**src/rtl/sfifo_ctrl_64_32.sv**
```systemverilog
// Single-clock FIFO controller wrapping a 64x32 register file with a registered read port.
// Optional sticky overflow/underflow flags are enabled with SFIFO_ERR_FLAG_EN.
module sfifo_ctrl_64_32 #(
    parameter int unsigned ADDR     = 6,
    parameter int unsigned WORDS    = 64,
    parameter int unsigned W_SIZE   = 32,
    parameter int unsigned AF_LEVEL = 56
) (
    input  logic              fifo_clk,
    input  logic              fifo_rst_n,
    // Producer side
    input  logic              push,
    input  logic [W_SIZE-1:0] push_data,
    output logic              full,
    output logic              almost_full,
    // Consumer side
    input  logic              pop,
    output logic [W_SIZE-1:0] pop_data,
    output logic              pop_valid,
    output logic              empty,
    output logic [ADDR:0]     count,
    // Register-file side
    output logic              dffs_wen,
    output logic [ADDR-1:0]   dffs_waddr,
    output logic [W_SIZE-1:0] dffs_wdata,
    output logic [ADDR-1:0]   dffs_raddr,
`ifdef SFIFO_ERR_FLAG_EN
    input  logic              err_clr,
    output logic              ovf_err,
    output logic              udf_err,
`endif
    input  logic [W_SIZE-1:0] dffs_rdata
);

    localparam logic [ADDR:0]   CntWords = (ADDR + 1)'(WORDS);
    localparam logic [ADDR:0]   CntAf    = (ADDR + 1)'(AF_LEVEL);
    localparam logic [ADDR:0]   CntOne   = (ADDR + 1)'(1);
    localparam logic [ADDR-1:0] PtrOne   = ADDR'(1);

    logic [ADDR-1:0] wr_ptr_q, wr_ptr_d;
    logic [ADDR-1:0] rd_ptr_q, rd_ptr_d;
    logic [ADDR:0]   count_q, count_d;
    logic            full_q, full_d;
    logic            empty_q, empty_d;
    logic            af_q, af_d;
    logic            pop_valid_q;
    logic            push_acc, pop_acc;

    assign push_acc = push & ~full_q;
    assign pop_acc  = pop & ~empty_q;

    // Qualify with reset so a push held during reset never reaches the register file.
    assign dffs_wen   = push_acc & fifo_rst_n;
    assign dffs_waddr = wr_ptr_q;
    assign dffs_wdata = push_data;
    assign dffs_raddr = rd_ptr_q;

    assign pop_data    = dffs_rdata;
    assign pop_valid   = pop_valid_q;
    assign count       = count_q;
    assign full        = full_q;
    assign empty       = empty_q;
    assign almost_full = af_q;

    always_comb begin
        wr_ptr_d = wr_ptr_q;
        rd_ptr_d = rd_ptr_q;
        count_d  = count_q;
        if (push_acc) begin
            wr_ptr_d = wr_ptr_q + PtrOne;
        end
        if (pop_acc) begin
            rd_ptr_d = rd_ptr_q + PtrOne;
        end
        case ({push_acc, pop_acc})
            2'b10:   count_d = count_q + CntOne;
            2'b01:   count_d = count_q - CntOne;
            default: count_d = count_q;
        endcase
        // Flags come from the next count so they are exact one cycle after the update.
        full_d  = (count_d == CntWords);
        empty_d = (count_d == '0);
        af_d    = (count_d >= CntAf);
    end

    always_ff @(posedge fifo_clk or negedge fifo_rst_n) begin
        if (!fifo_rst_n) begin
            wr_ptr_q    <= '0;
            rd_ptr_q    <= '0;
            count_q     <= '0;
            full_q      <= 1'b0;
            empty_q     <= 1'b1;
            af_q        <= 1'b0;
            pop_valid_q <= 1'b0;
        end else begin
            wr_ptr_q    <= wr_ptr_d;
            rd_ptr_q    <= rd_ptr_d;
            count_q     <= count_d;
            full_q      <= full_d;
            empty_q     <= empty_d;
            af_q        <= af_d;
            pop_valid_q <= pop_acc;
        end
    end

`ifdef SFIFO_ERR_FLAG_EN
    logic ovf_q, ovf_d;
    logic udf_q, udf_d;

    // A set event outranks a clear in the same cycle.
    always_comb begin
        ovf_d = (push & full_q) | (ovf_q & ~err_clr);
        udf_d = (pop & empty_q) | (udf_q & ~err_clr);
    end

    always_ff @(posedge fifo_clk or negedge fifo_rst_n) begin
        if (!fifo_rst_n) begin
            ovf_q <= 1'b0;
            udf_q <= 1'b0;
        end else begin
            ovf_q <= ovf_d;
            udf_q <= udf_d;
        end
    end

    assign ovf_err = ovf_q;
    assign udf_err = udf_q;
`endif

endmodule
```
**config.mk**
```make
export PLATFORM = sky130hd
export DESIGN_NAME = sfifo_ctrl_64_32
export DESIGN_NICKNAME = d
export VERILOG_FILES = /design/src/rtl/sfifo_ctrl_64_32.sv
export SDC_FILE = /design/constraint.sdc
export NUM_CORES = 1
export LEC_CHECK = 0
export CORE_AREA = 2 2 82 84
export CTS_CLUSTER_DIAMETER = 40
export DETAILED_ROUTE_END_ITERATION = 6
export DIE_AREA = 0 0 84 86
export GPL_ROUTABILITY_DRIVEN = 0
export PLACE_DENSITY = 0.76
export SKIP_CTS_REPAIR_TIMING = 1
export SYNTH_ARGS = -nofsm -noshare
export SYNTH_HDL_FRONTEND = slang
export SYNTH_SLANG_ARGS = --single-unit
```
**constraint.sdc**
```tcl
create_clock -name fifo_clk -period 2.5 [get_ports fifo_clk]
set_input_delay 0.5 -clock fifo_clk [delete_from_list [all_inputs] [get_ports fifo_clk]]
set_output_delay 0.5 -clock fifo_clk [all_outputs]
set_load 0.1 [all_outputs]
```
==> metrics.yaml <==
floorplanning:
  die_w_um: 84
  die_h_um: 86
  io_pins: 156
  core_area_um2: 6280
  die_area_um2: 7220
  rows: 29
  start_util_pct: 28.5
synth:
  avgSynthCellArea_um2: 9.10
  synth_async_sr_flop_share_pct: 100
  ys_seq_area_share_pct: 32.2
  syn_inst: 197
  syn_nets: 269
  synth_edf_count: 0
  synthesis.area_um2: 1790
  synth-seq-cells: 23
  ys.flop_type: "dfrtp_1"
  ys_types: 45
  ys_warn_count: 0
timing:
  fin_crit_ps: 2320
  setup_tns_ps: 0
  hold_violations: 0
  relSlewSlack_pct: 74.9
  rsz0062_at_grt: "false"
  setup_violations: 0
  whs_ps: 467
  period_share_pct: 92.9
  setup_ws_ps: 177
  finalMaxSlewViolations: 0
  tightest_slew_ps: 376
  skew_ps: 2.90
  fmax_ghz: 0.431
drt:
  dr.first_iter.drc_count: 67
  detail_route.wl_per_cell_um: 14.0
  vias: 1237
  routed_wirelength_um: 3500
  via_per_inst: 4.97
  drcViolationCount: 0
  drt_pass1_iterations: 4
  ant_nets: 0
worst_setup_path:
  arrival_ps: 2480
  crit_fanout: 5
  worstSetupStartpointType: "flop"
  critPathKind: "reg -> reg"
  worstSetupEndpointType: "flop"
  r2r_slack_ps: 180
  cp.required_ps: 2650
placement:
  dp.cells: 242
  pre_cts_ws_ps: -320
  place_area_um2: 1720
  io_buffers: 27
  dp_hpwl_um: 2630
flow_run:
  drv_cap: 0
hold_path:
  hold_class: "reg -> reg"
global_route:
  grt_usage_pct: 9.60
  grt_pass1_vias: 1159
  grt_pass1_wl_um: 5650
  grt_overflow: 0
  grt_start_max_net_pins: 24
  antenna_found_initial: 0
clocking:
  htree_levels: 1
  clk_pin_slew_ps: 80
  cts_tree: "done"
  cts_buffer_depth: 2
  numCtsBuffers: 3
  root_buffer: "clkbuf_8"
  clock_latency_ps: 260
  clock-sinks: 23
cells_and_area:
  syn2layout_area_growth_pct: 5.03
  final-instance-count-excl-fill: 249
  layout_common_cells: "39 x buf_4, 20 x dfrtp_1, 13 x xnor2_1, 12 x nand2_1, 7 x inv_1"
  n_antenna_cell: 0
  finish.utilization_pct: 30.0
  postLayoutCellArea_um2: 1880
  drive_above_1_share_pct: 41.9
  finalNetCount: 245
  final_common_cell: "buf_4"
outcome:
  status: "finished, final reports clean"
pwr:
  ir_worst_vdd_mv: 1.04
  cellPowerDensity_nw_per_um2: 1780
  leakagePower_nw: 0.818
  fin_total_pwr_mw: 3.35
## metal layers
| layer | up-vias | share of wire, % | global-route usage [%] | routed length [um] |
|---|---|---|---|---|
| li1 | 551 | - | - | - |
| met1 | 591 | 41 | 12.0 | 1440 |
| met2 | 72 | 46 | 15.3 | 1630 |
| met3 | 23 | 9.6 | 3.37 | 336 |
| met4 | 0 | 2.6 | 3.67 | 91 |
| met5 | - | 0 | 0 | 0 |
## worst max-delay path, cell delays in order (launching register included)
cell,delay [ps]
dfstp_4,620
nand2b_4,130
inv_2,50
nand2_4,80
xnor2_4,80
ha_4,180
a32o_2,270
a22oi_2,150
mux2i_2,290
xnor2_2,130
a31o_2,230
## logic make-up (layout without fill, tap and decap cells)
family | Yosys count | count (layout) | synth area share (%)
adder cells (fa/ha/maj) | 4 | 4 | 2.79
AO/OA/AOI/OAI | 22 | 22 | 9.43
flip-flops | 23 | 23 | 32.2
XOR/XNOR | 17 | 17 | 8.73
buffers and inverters | 83 | 58 | 31.6
multiplexers | 3 | 3 | 1.75
AND/OR/NAND/NOR | 45 | 45 | 13.5
## cell type report
cell class,instances,area (um2)
clock buffers,3,41.3
inverters,10,37.5
repair buffers,44,368
multi-input cells,91,751
well taps,77,96.3
fillers,653,4400
clock inverters,1,5.00
flip-flops and latches,23,583
## power breakdown
| group | internal [mW] | switching, mW | total [mW] |
|---|---|---|---|
| clock network | 0.111 | 0.117 | 0.228 |
| logic | 0.626 | 1.69 | 2.32 |
| registers | 0.546 | 0.261 | 0.807 |
## synth_stat cells (2+ instances only)
library cell	n	share of area, %
ha_1	4	2.8
o2111ai_1	2	0.98
dfrtp_1	22	31
o21ai_0	2	0.56
nand3_1	2	0.56
nor4_1	3	1.0
buf_4	64	27
mux2i_1	2	1.1
clkbuf_1	3	0.63
a21oi_1	5	1.4
nand4_1	6	2.1
nor3_1	7	2.0
buf_2	5	1.4
nor2_1	5	1.0
nand2_1	13	2.7
xnor2_1	14	6.8
inv_1	9	1.9
xor2_1	2	0.98
## state kept, by name (all words and copies together), names as in the netlist
signal and count:
empty 1, full 1, almost_full 1, pop_valid 1, dffs_waddr 6, count 7
dffs_raddr 6
## worst paths after layout
check                                endpoint  cells after the start     startpoint
max in group asynchronous               empty                      2     fifo_rst_n
worst max register to register    almost_full                     10          empty
worst min-delay path            dffs_waddr[5]                      1  dffs_waddr[5]
worst max-delay path              almost_full                     10          empty
worst min register to register  dffs_waddr[5]                      1  dffs_waddr[5]
min in group asynchronous       dffs_waddr[2]                      2     fifo_rst_n
(Power assumes the default switching activity.)
